## src/rtl/hazard_ctrl_unit.sv

```systemverilog
// Hazard controller for the 5-stage pipeline: operand forwarding, load-use
// stall, branch flush, multi-cycle execute stall and saturating perf counters.
//
// state  | meaning
// S_IDLE | no multi-cycle op in flight; a new one may start from Execute
// S_BUSY | multi-cycle op occupying Execute; cnt = remaining stall cycles
module hazard_ctrl_unit #(
  parameter int REG_AW    = 5,
  parameter int MULTI_LAT = 4,
  parameter int CNT_W     = 32
) (
  input  logic              clk,
  input  logic              rst,
  input  logic [REG_AW-1:0] Rs1_D,
  input  logic [REG_AW-1:0] Rs2_D,
  input  logic [REG_AW-1:0] Rs1_E,
  input  logic [REG_AW-1:0] Rs2_E,
  input  logic [REG_AW-1:0] RD_E,
  input  logic [REG_AW-1:0] RD_M,
  input  logic [REG_AW-1:0] RD_W,
  input  logic              ResultSrcE,
  input  logic              RegWriteM,
  input  logic              RegWriteW,
  input  logic              PCSrcE,
  input  logic              MultiE,
  output logic [1:0]        ForwardAE,
  output logic [1:0]        ForwardBE,
  output logic              StallF,
  output logic              StallD,
  output logic              StallE,
  output logic              FlushD,
  output logic              FlushE,
  output logic              BubbleM,
  output logic              ExDone,
  output logic [CNT_W-1:0]  StallCount,
  output logic [CNT_W-1:0]  FlushCount
);

  localparam int CW = $clog2(MULTI_LAT) + 1;
  // The first stall cycle is spent in IDLE, so BUSY counts the remaining ones
  // down to zero and finishes on the zero cycle.
  localparam logic [CW-1:0] CNT_LOAD = (MULTI_LAT > 1) ? CW'(MULTI_LAT - 2) : '0;

  typedef enum logic {S_IDLE, S_BUSY} state_t;

  state_t        state, state_nxt;
  logic [CW-1:0] cnt, cnt_nxt;
  logic          m_stall, ex_done, lw_stall;

  function automatic logic [1:0] fwd_sel(input logic [REG_AW-1:0] rs);
    if (RegWriteM && (RD_M != '0) && (RD_M == rs))      fwd_sel = 2'b10;
    else if (RegWriteW && (RD_W != '0) && (RD_W == rs)) fwd_sel = 2'b01;
    else                                                fwd_sel = 2'b00;
  endfunction

  assign lw_stall = ResultSrcE && (RD_E != '0) && ((RD_E == Rs1_D) || (RD_E == Rs2_D));

  // State and down-counter registers.
  always_ff @(posedge clk or negedge rst) begin
    if (!rst) begin
      state <= S_IDLE;
      cnt   <= '0;
    end else begin
      state <= state_nxt;
      cnt   <= cnt_nxt;
    end
  end

  // Multi-cycle sequencing; a taken branch always cancels the op.
  always_comb begin
    state_nxt = state;
    cnt_nxt   = cnt;
    m_stall   = 1'b0;
    ex_done   = 1'b0;
    case (state)
      S_IDLE: begin
        if (MultiE && !PCSrcE) begin
          if (MULTI_LAT > 1) begin
            m_stall   = 1'b1;
            cnt_nxt   = CNT_LOAD;
            state_nxt = S_BUSY;
          end else begin
            ex_done = 1'b1;
          end
        end
      end
      S_BUSY: begin
        if (PCSrcE) begin
          state_nxt = S_IDLE;
          cnt_nxt   = '0;
        end else if (cnt != '0) begin
          m_stall = 1'b1;
          cnt_nxt = cnt - CW'(1);
        end else begin
          ex_done   = 1'b1;
          state_nxt = S_IDLE;
        end
      end
      default: begin
        state_nxt = S_IDLE;
        cnt_nxt   = '0;
      end
    endcase
  end

  // Prioritised pipeline controls; everything reads 0 while reset is held.
  always_comb begin
    ForwardAE = 2'b00;
    ForwardBE = 2'b00;
    StallF    = 1'b0;
    StallD    = 1'b0;
    StallE    = 1'b0;
    FlushD    = 1'b0;
    FlushE    = 1'b0;
    BubbleM   = 1'b0;
    ExDone    = 1'b0;
    if (rst) begin
      ForwardAE = fwd_sel(Rs1_E);
      ForwardBE = fwd_sel(Rs2_E);
      ExDone    = ex_done;
      if (PCSrcE) begin
        FlushD = 1'b1;
        FlushE = 1'b1;
      end else if (m_stall) begin
        StallF  = 1'b1;
        StallD  = 1'b1;
        StallE  = 1'b1;
        BubbleM = 1'b1;
      end else if (lw_stall) begin
        StallF = 1'b1;
        StallD = 1'b1;
        FlushE = 1'b1;
      end
    end
  end

  // Saturating performance counters.
  always_ff @(posedge clk or negedge rst) begin
    if (!rst) begin
      StallCount <= '0;
      FlushCount <= '0;
    end else begin
      if (StallF && (StallCount != '1)) StallCount <= StallCount + CNT_W'(1);
      if (PCSrcE && (FlushCount != '1)) FlushCount <= FlushCount + CNT_W'(1);
    end
  end

endmodule
```

## config.mk

```make
export PLATFORM = sky130hd
export DESIGN_NAME = hazard_ctrl_unit
export DESIGN_NICKNAME = d
export VERILOG_FILES = /design/src/rtl/hazard_ctrl_unit.sv
export SDC_FILE = /design/constraint.sdc
export NUM_CORES = 1
export LEC_CHECK = 0
export BUFFER_PORTS_ARGS = -buffer_cell sky130_fd_sc_hd__buf_2
export CAP_MARGIN = 30
export CORE_AREA = 4 4 103 105
export DETAILED_ROUTE_END_ITERATION = 7
export DIE_AREA = 0 0 107 109
export GPL_ROUTABILITY_DRIVEN = 0
export PLACE_DENSITY = 0.66
export SLEW_MARGIN = 5
export SYNTH_ARGS = -nofsm -noshare
export SYNTH_HDL_FRONTEND = slang
export SYNTH_SLANG_ARGS = --single-unit
```

## constraint.sdc

```tcl
create_clock -name clk -period 2.1 [get_ports clk]
set_clock_uncertainty 0.1 [all_clocks]
set_input_delay 0.315 -clock clk [delete_from_list [all_inputs] [get_ports clk]]
set_output_delay 0.315 -clock clk [all_outputs]
set_load 0.01 [all_outputs]
```

==> flow_summary.ini <==
[logic_synthesis]
synth.distinct_cells = 49
number_of_instances_in_the_synthesized_netlist = 381
synth.ff_latch_count = 68
postSynthNetCount = 427
synthArstFlopShare_pct = 100
synth.yosys.warnings = 0
netlist_top_cells_area = dfrtp_1 44%, xnor2_1 14%, xor2_1 6.6%, nand2_1 3.4%, nand3_1 3.4%
synthesis.area_um2 = 3830
yosysTopAreaCellShare_pct = 44.5
synth_top_cell_by_area = dfrtp_1
ys_seq_area_share_pct = 44.5
synth-edff-count = 0
synth_ff_type = dfrtp_1
syn_avg_cell_area_um2 = 10.0

[power]
power_density_normalized_to_cell_area_nw_per_um2 = 645
vdd.ir_drop.worst_v = 0.000448
overall_power_mw = 3.70
p_leak_nw = 2.81

[layout]
layout.nets = 637
n_fill_cell = 858
diodes_inserted = 0
fin_cells = 729
drive_above_1_share_pct = 46.0
multiInputGateArea_um2 = 2320
layout.area.seq_um2 = 1710
area_growth_from_synthesis_to_layout_pct = 50.1

[route]
first_pass_iters = 5
post_drt_wl_per_cell_um = 14.3
vias_per_cell = 4.93
postRouteWirelength_um = 10500
vias = 3597
remaining_drc_errors = 0
antenna_left = 0
count_of_routing_violations_after_the_opening_detailed_route_iteration = 137

[placed_design]
numPlacedInstances = 706
dp_hpwl_um = 7930
port_buffers = 116

[sta]
tightestPinTransition_ns = 0.648
final-setup-viol-count = 35
slew-limit-headroom_pct = 56.8
maxClockFrequency_ghz = 0.423
drv_slew = 0
hold_violations = 0
share_of_the_cycle_needed_by_the_critical_path_after_routing_pct = 113
period_minus_slack_ns = 2.37
rsz0062_at_grt = yes
finalWorstSetupSlack_ns = -0.266

[global_routing]
grt_pass1_vias = 3757
grt.met2_usage_pct = 31.5
grt_antenna_before_repair = 0
grt_max_degree = 53
grt_util_all_layers_pct = 18.2
gr-usage-met3_pct = 4.14
grt-busiest-layer = met2
use_met1_pct = 22.9
wire_length_of_the_first_global_routing_pass_um = 17300
grt_overflow = 0

[critical_path]
r2r_end = StallCount[16]
setup.worst_path.start = cnt[0]
crit_path_start_kind = flip-flop
worst_setup_path_type = reg2reg
critPathRequiredTime_ns = 2.22
setup.reg_to_reg.worst_slack_ns = -0.27
cp-endpoint = StallCount[16]
worstPathMaxFanout = 5
depth_of_the_worst_register_to_register_path = 9
reg2reg_from = cnt[0]
cp-end-kind = flip-flop
critical_path_arrival_ns = 2.49

[clocking]
clock_latency_ns = 0.34
cts_buffer_depth = 2
maximum_level_of_the_cts_h_tree = 3
worst_setup_hold_path_clk_slew_ns = 0.08
clock_buffer_count_from_cts = 9
clock-sinks = 68
cts_tree = built
cts-root-buf = clkbuf_8

[die]
placeableCoreArea_um2 = 9640
die-height_um = 109
rows = 36
start_util_pct = 39.7
die_area_um2 = 11700
fp.dieW_um = 107
design.portCount = 117

[outcome]
violations = negative setup slack
outcome = finished, violations left

[run]
cap_viol_max_count = 0

[worst_hold_path]
timing.hold.worst.class = in2async
-- how the worst min path moves through the flow --
stage          start       endpoint  slack (ns)
6_report         rst  FlushCount[4]        0.06
3_5_place_dp     rst          state        0.29
2_1_floorplan    rst  FlushCount[0]       -0.08
3_3_place_gp     rst          state        0.28
4_1_cts          rst  FlushCount[4]        0.08
5_1_grt          rst  FlushCount[4]        0.13
-- flip-flops by register name (all words and copies together), names as in the netlist --
register and count:
cnt 3, FlushCount 32, StallCount 32, state 1
-- cell usage after synthesis (all sizes together) (7+ instances only) --
cell type,number
inv,16
nor2,17
nor3,14
and3,12
nor4,14
dfrtp,68
xor2,29
nand4,20
nand3,28
xnor2,63
or4,7
nand2,36
-- final cells by class --
cell class / instances / area share, %
Inverter: 16 / 1.05
Clock inverter: 4 / 0.828
Timing Repair Buffer: 203 / 22.4
Sequential cell: 68 / 29.7
Clock buffer: 12 / 2.70
Tap cell: 133 / 2.90
Multi-Input combinational cell: 293 / 40.4
-- critical path, stage by stage, from the launching register on --
cell and delay [ns]:
dfrtp_1 0.36, inv_2 0.05, ha_4 0.15, and3b_1 0.17, or3_4 0.40, a21oi_4 0.15, o21ai_4 0.10, buf_4 0.16
or3b_2 0.47, xnor2_1 0.14
-- cells in the final DEF (no fill, tap or decap), types with 4 or more instances in the layout --
cell / n
and2_1: 6
and3_1: 12
buf_2: 112
buf_4: 82
buf_6: 7
clkbuf_8: 11
dfrtp_1: 65
inv_1: 13
nand2_1: 33
nand3_1: 21
nand3_2: 6
nand4_1: 20
nor2_1: 14
nor3_1: 8
nor3_4: 5
nor4_1: 5
nor4_2: 4
nor4_4: 5
or4_1: 5
xnor2_1: 63
xor2_1: 29
-- where the power goes --
part	internal (mW)	switching, mW
clock	0.610	0.489
combinational	0.531	0.518
sequential	1.44	0.113
-- routing by layer --
layer  routed length [um]  vias up  share of wire [%]
met5                    0        -                  0
met1                 4500     1709                 43
li1                     -     1762                  -
met3                  547       19                5.2
met2                 5250      107                 50
met4                  159        0                1.5
-- stage by stage --
stage | util, % | TNS (ns) | worst slack (ns) | hold slack, ns | cell area (um^2)
floorplan | - | -0.622 | -0.157 | -0.0806 | 3960
global placement | 54.7 | -3.56 | -0.237 | 0.277 | 5270
detailed placement | 54.7 | -5.22 | -0.278 | 0.287 | 5270
CTS | 58.7 | -4.09 | -0.284 | 0.0804 | 5660
global route | 59.6 | -8.31 | -0.370 | 0.133 | 5740
finish | 59.6 | -4.37 | -0.266 | 0.0637 | 5740
-- cell families (layout without fill, tap and decap cells) --
| group | Yosys count | count (layout) | synth area share [%] |
|---|---|---|---|
| flip-flops | 68 | 68 | 44.5 |
| XOR/XNOR | 92 | 92 | 21.1 |
| AO/OA/AOI/OAI | 16 | 16 | 2.91 |
| buffers and inverters | 20 | 235 | 2.39 |
| adder cells (fa/ha/maj) | 4 | 4 | 1.31 |
| multiplexers | 5 | 5 | 1.41 |
| AND/OR/NAND/NOR | 176 | 176 | 26.5 |
-- timing repair --
action	CTS	global route
endpoints found under the hold margin	19	0
pin swaps	13	23
resized for setup	26	17
setup buffers	5	2
hold buffers	1	0
endpoints found under the setup margin	38	42
Power figures use the tool's default switching activity.
